==> config.mk <==
export PLATFORM = sky130hd
export DESIGN_NAME = uart_rx_deframer
export DESIGN_NICKNAME = d
export VERILOG_FILES = /design/src/rtl/uart_rx_deframer.sv
export SDC_FILE = /design/constraint.sdc
export NUM_CORES = 1
export LEC_CHECK = 0
export ABC_AREA = 1
export BUFFER_PORTS_ARGS = -buffer_cell sky130_fd_sc_hd__buf_2
export CORE_AREA = 2 2 56 58
export CTS_BUF_LIST = sky130_fd_sc_hd__clkbuf_8
export DETAILED_ROUTE_END_ITERATION = 16
export DIE_AREA = 0 0 58 60
export HOLD_SLACK_MARGIN = 0.08
export PLACE_DENSITY_LB_ADDON = 0.1
export SLEW_MARGIN = 30
export SYNTH_ARGS = -nofsm -noshare
export SYNTH_HDL_FRONTEND = slang
export SYNTH_SLANG_ARGS = --single-unit
==> constraint.sdc <==
create_clock -name Clk -period 2.8 [get_ports Clk]
set_input_delay 0.56 -clock Clk [delete_from_list [all_inputs] [get_ports Clk]]
set_output_delay 0.56 -clock Clk [all_outputs]
set_load 0.01 [all_outputs]
==> src/rtl/uart_rx_deframer.sv <==
// UART receive deframer: start detect, mid-bit sampling, parity and stop check.
// Ports:
//   Clk         in   system clock, rising edge
//   Rst         in   asynchronous active-high reset
//   Rx_In       in   asynchronous serial line, idle high
//   Rx_Data     out  payload of the last good frame
//   Data_Rdy    out  one-cycle strobe, Rx_Data/Parity_Err valid
//   Parity_Err  out  parity of the last delivered frame was wrong
//   Framing_Err out  stop bit of the last completed frame was low
//   Rx_Busy     out  receiver is not idle
module uart_rx_deframer #(
    parameter int DATA_BITS    = 8,
    parameter int CLKS_PER_BIT = 16,
    parameter int PARITY_EN    = 1,
    parameter int PARITY_ODD   = 0
) (
    input  logic                 Clk,
    input  logic                 Rst,
    input  logic                 Rx_In,
    output logic [DATA_BITS-1:0] Rx_Data,
    output logic                 Data_Rdy,
    output logic                 Parity_Err,
    output logic                 Framing_Err,
    output logic                 Rx_Busy
);

    localparam int CW = $clog2(CLKS_PER_BIT);
    localparam int IW = $clog2(DATA_BITS);

    localparam logic [CW-1:0] CNT_MID  = CW'(CLKS_PER_BIT / 2 - 1);
    localparam logic [CW-1:0] CNT_END  = CW'(CLKS_PER_BIT - 1);
    localparam logic [IW-1:0] IDX_LAST = IW'(DATA_BITS - 1);
    localparam logic          PAR_ON   = (PARITY_EN != 0);
    localparam logic          PAR_ODD  = (PARITY_ODD != 0);

    typedef enum logic [2:0] {
        S_IDLE,
        S_START,
        S_DATA,
        S_PARITY,
        S_STOP,
        S_BREAK
    } state_t;

    state_t               state;
    state_t               state_nxt;
    logic [CW-1:0]        clk_cnt;
    logic [CW-1:0]        cnt_nxt;
    logic [IW-1:0]        bit_idx;
    logic [IW-1:0]        idx_nxt;
    logic                 sync_q;
    logic                 rx_s;
    logic [DATA_BITS-1:0] shreg;
    logic                 perr;
    logic                 bit_end;
    logic                 shift_en;
    logic                 par_en;
    logic                 deliver;
    logic                 frame_bad;

    // Two-flop synchronizer; idles high so reset never looks like a start bit.
    always_ff @(posedge Clk or posedge Rst) begin
        if (Rst) begin
            sync_q <= 1'b1;
            rx_s   <= 1'b1;
        end else begin
            sync_q <= Rx_In;
            rx_s   <= sync_q;
        end
    end

    assign bit_end = (clk_cnt == CNT_END);

    always_ff @(posedge Clk or posedge Rst) begin
        if (Rst) begin
            state   <= S_IDLE;
            clk_cnt <= '0;
            bit_idx <= '0;
            Rx_Busy <= 1'b0;
        end else begin
            state   <= state_nxt;
            clk_cnt <= cnt_nxt;
            bit_idx <= idx_nxt;
            Rx_Busy <= (state_nxt != S_IDLE);
        end
    end

    always_comb begin
        state_nxt = state;
        cnt_nxt   = clk_cnt + CW'(1);
        idx_nxt   = bit_idx;
        shift_en  = 1'b0;
        par_en    = 1'b0;
        deliver   = 1'b0;
        frame_bad = 1'b0;
        unique case (state)
            S_IDLE: begin
                cnt_nxt = '0;
                if (!rx_s) begin
                    state_nxt = S_START;
                end
            end
            S_START: begin
                // Half a bit in: confirm the start bit and align to mid-bit.
                if (clk_cnt == CNT_MID) begin
                    cnt_nxt   = '0;
                    idx_nxt   = '0;
                    state_nxt = rx_s ? S_IDLE : S_DATA;
                end
            end
            S_DATA: begin
                if (bit_end) begin
                    cnt_nxt  = '0;
                    shift_en = 1'b1;
                    if (bit_idx == IDX_LAST) begin
                        idx_nxt   = '0;
                        state_nxt = PAR_ON ? S_PARITY : S_STOP;
                    end else begin
                        idx_nxt = bit_idx + IW'(1);
                    end
                end
            end
            S_PARITY: begin
                if (bit_end) begin
                    cnt_nxt   = '0;
                    par_en    = 1'b1;
                    state_nxt = S_STOP;
                end
            end
            S_STOP: begin
                // Leaving at the stop midpoint lets a back-to-back
                // start edge half a bit later be caught in IDLE.
                if (bit_end) begin
                    cnt_nxt = '0;
                    if (rx_s) begin
                        deliver   = 1'b1;
                        state_nxt = S_IDLE;
                    end else begin
                        frame_bad = 1'b1;
                        state_nxt = S_BREAK;
                    end
                end
            end
            S_BREAK: begin
                // Line held low: wait for it to recover before hunting
                // for a new start bit.
                cnt_nxt = '0;
                if (rx_s) begin
                    state_nxt = S_IDLE;
                end
            end
            default: begin
                cnt_nxt   = '0;
                idx_nxt   = '0;
                state_nxt = S_IDLE;
            end
        endcase
    end

    always_ff @(posedge Clk or posedge Rst) begin
        if (Rst) begin
            shreg       <= '0;
            perr        <= 1'b0;
            Rx_Data     <= '0;
            Data_Rdy    <= 1'b0;
            Parity_Err  <= 1'b0;
            Framing_Err <= 1'b0;
        end else begin
            Data_Rdy <= deliver;
            if (shift_en) begin
                // LSB arrives first, so shift in at the top.
                shreg <= {rx_s, shreg[DATA_BITS-1:1]};
            end
            if (par_en) begin
                perr <= PAR_ON & ((^{shreg, rx_s}) ^ PAR_ODD);
            end
            if (deliver) begin
                Rx_Data     <= shreg;
                Parity_Err  <= PAR_ON & perr;
                Framing_Err <= 1'b0;
            end
            if (frame_bad) begin
                Framing_Err <= 1'b1;
            end
        end
    end

endmodule

==> parameters.txt <==
Parameter                              Value

STA
  Number of endpoints with negative hold slack in the final report ... 0
  Slew Limit Headroom ... approximately 65%
  Final clock skew ... 4.75 ps
  Portion of the clock cycle consumed by the worst path in the final layout ... 57.0%
  RSZ-0062 raised after global routing ... no
  Post-layout minimum cycle time ... 1600 ps
  Worst setup margin ... between 1000 and 1500 ps
  Setup-violating endpoint count in the final report ... 0
  Actual slew at the worst max-slew pin ... approximately 530 ps
  Max frequency ... approximately 630 MHz
  Worst hold slack after final layout ... ~300 ps
  Number of pins exceeding their max-slew limit in the final report ... 0
  Sum of negative setup slack ... 0 ps

Worst setup path
  Critical Path Fanout Max ... 17
  Critical Path Max Stage Delay ... ~400 ps
  Capture point of the worst path ... Rx_Busy$_DFF_PP0_
  Worst R2R Start ... clk_cnt[0]$_DFF_PP0_
  Worst path bufs/invs ... 1
  Critical path start-end classification ... flip-flop to flip-flop
  Endpoint of the most critical register-to-register path ... Rx_Busy$_DFF_PP0_
  Cell at the slowest stage of the critical path ... sky130_fd_sc_hd__dfrtp_1
  Crit path launch type ... flip-flop
  Worst R2R Path Depth ... 7
  Register-to-register setup slack ... around 1200 ps
  Largest delay share family, worst path ... simple AND/OR/NAND/NOR gates
  Data required time of the worst path ... ~3000 ps
  Worst Setup End Kind ... flip-flop
  Number of cells on the critical path ... 7
  Launching element of the worst setup path ... clk_cnt[0]$_DFF_PP0_
  Arrival time reported for the critical path endpoint ... between 1500 and 2000 ps
  Cells along the critical path ... ha_1, nand3_2, inv_1, nand2_2, o21bai_1, nor2_1, nand4_1

Route
  Aggregate routed wire length ... about 2900 µm
  Drt first-iter violations ... 36
  Detail-routed via count per cell ... ~5.0
  Post-route ant nets ... 0
  Routed vias ... 1212
  Number of detailed-route iterations in the first pass ... 4
  Post-route DRC ... 0
  Average routed wire per standard cell ... roughly 12 µm

Pwr
  Sequential cell fraction of total power ... about 50%
  Sw Pwr ... ~0.36 mW
  Tot Pwr ... about 1.1 mW
  Power density over the cells ... 631 nW/µm²
  Static leakage power ... 0.961 nW
  Design internal power ... 0.777 mW
  Switching share of power ... between 30% and 40%
  Fraction of power consumed by combinational cells ... 20.0%
  Worst IR Drop VDD ... 0.000428 V
  Clock network fraction of total power ... about 30%

Floorplanning
  Core area ... ~2900 µm²
  Overall die width ... slightly below 60 µm
  Initial Utilization ... between 50 and 60%
  Boundary Pins ... 15
  Die ar. ... roughly 3500 µm²
  Die height ... ~60 µm
  Standard-cell row count ... 20

Finish
  Number of nets in the layout ... 213
  # diodes ... 0
  Layout overhead on the synthesized area ... 10.8%
  Final instance area ... about 1800 µm²
  Proportion of layout cells with a drive suffix above 1 ... about 23%

Global route
  Initial antenna violation count ... 0
  Global Route Usage Sum ... 19.1%
  Overflow left after global routing ... 0
  Via count of the first global-routing pass ... 1120
  Pin count of the biggest net entering global routing ... 20
  Wire length of the first global-routing pass ... between 4000 and 5000 µm

CTS
  # hold bufs at CTS ... 0
  Maximum buffer depth of the clock tree ... 2
  Clock latency on the worst-skew pair ... 290 ps
  Clock buffer count from CTS ... 5
  Number of H-tree levels ... 2
  TritonCTS clock tree ... done
  Post-CTS setup repair buffer count ... 0
  Clock-pin slew reported for the worst setup and hold paths after clock tree synthesis ... ~70 ps
  Number of clock sinks ... 33
  Number of resized instances in the post-cts repair step ... 0
  Root buffer cell ... sky130_fd_sc_hd__clkbuf_8

Synth
  Instance count of the mapped netlist ... 187
  Synthesized area per cell ... around 8.7 µm²
  Distinct cell type count after synthesis ... 24
  Fraction of the yosys area taken by sequential cells ... 50.9%
  Flip-flop and latch count after synthesis ... 33
  Synthesized Nets ... roughly 190
  Count of warnings emitted by yosys ... 0
  Post-synthesis cell area ... between 1500 and 2000 µm²

Placed design
  Detailed placer's ending HPWL ... 2080 µm
  Place WS ... between 1000 and 1500 ps
  Placed instance area ... approximately 1700 µm²
  Number of port buffers ... 14
  Global placement routability congestion ... 0.879

Run
  MaxCap Viol Count ... 0

Run status
  Status ... complete, no violations

Min path
  Hold Path Class ... input pin to asynchronous set/reset pin
## flip-flops by register name, summed over array words and instances (netlist names)
signal / flops
bit_idx: 3
Rx_Busy: 1
Parity_Err: 1
Framing_Err: 1
rx_s: 1
clk_cnt: 4
state: 3
perr: 1
sync_q: 1
Data_Rdy: 1
shreg: 8
Rx_Data: 8
## cell usage in the layout (no fill, tap or decap), drive strengths merged, types with 3 or more instances in the layout
cell	n
ha	3
xnor2	4
buf	15
clkbuf	5
nand3	11
nand2	51
inv	30
xor2	3
o21ai	22
a21oi	3
nor3	3
nor2	18
dfrtp	31
## per-stage QoR
step / cells / utilization (%)
2_1_floorplan: 187 / -
3_3_place_gp: 233 / 59.3
3_5_place_dp: 233 / 59.3
4_1_cts: 241 / 62.1
5_1_grt: 241 / 62.1
6_report: 241 / 62.1
## worst min path at each step
stage | slack, ps | depth (start not counted) | endpoint | startpoint
3_5_place_dp | 350 | 0 | rx_s$_DFF_PP1_ | sync_q$_DFF_PP1_
4_1_cts | 310 | 2 | Parity_Err$_DFFE_PP0P_ | Rst
3_3_place_gp | 350 | 0 | rx_s$_DFF_PP1_ | sync_q$_DFF_PP1_
5_1_grt | 330 | 2 | Parity_Err$_DFFE_PP0P_ | Rst
2_1_floorplan | 350 | 0 | rx_s$_DFF_PP1_ | sync_q$_DFF_PP1_
6_report | 300 | 2 | Parity_Err$_DFFE_PP0P_ | Rst
## synthesized netlist by cell type (all sizes together)
master | count | area [µm²]
buf | 2 | 26.3
o21bai | 1 | 7.51
a31oi | 2 | 12.5
nand2 | 51 | 201
nor3 | 3 | 15.0
o21ai | 22 | 144
xor2 | 3 | 26.3
a21oi | 3 | 15.0
nand3 | 11 | 65.1
dfrtp | 31 | 776
ha | 3 | 37.5
xnor2 | 4 | 35.0
nor2 | 18 | 90.1
inv | 29 | 111
dfstp | 2 | 52.6
nand4 | 2 | 12.5
## area by class of cell
| class | count | area (µm²) |
|---|---|---|
| tap | 33 | 41.3 |
| clock buffer | 5 | 68.8 |
| inverter | 29 | 111 |
| fill | 262 | 1100 |
| multi-input combinational | 123 | 662 |
| clock inverter | 3 | 13.8 |
| sequential | 33 | 828 |
| timing repair buffer | 15 | 77.6 |
## kinds of logic (layout without fill, tap and decap cells)
family | count (synthesis) | count (layout) | share of synthesized area, %
DFF | 33 | 33 | 50.9
and+or+nand+nor | 85 | 85 | 23.6
buffers and inverters | 31 | 52 | 8.45
adders and majority gates | 3 | 3 | 2.31
AOI/OAI and AO/OA | 28 | 28 | 11.0
xor gates and xnor gates | 7 | 7 | 3.77
## layer usage
metal	global-route usage [%]	share of wire, %	vias up
li1	-	-	627
met1	22.5	44	562
met2	31.5	50	18
met3	7.14	4.0	5
met4	7.97	1.7	0
met5	0	0	-
## power by group through the flow
| stage | Combinational [mW] | Clock (mW) | Sequential [mW] |
|---|---|---|---|
| 5_1_grt | 0.267 | 0.368 | 0.579 |
| 6_report | 0.227 | 0.339 | 0.572 |
| 3_3_place_gp | 0.222 | 0 | 0.576 |
| 3_5_place_dp | 0.229 | 0 | 0.578 |
| 2_1_floorplan | 0.180 | 0 | 0.573 |
| 4_1_cts | 0.228 | 0.348 | 0.571 |
Power figures use the tool's default switching activity.
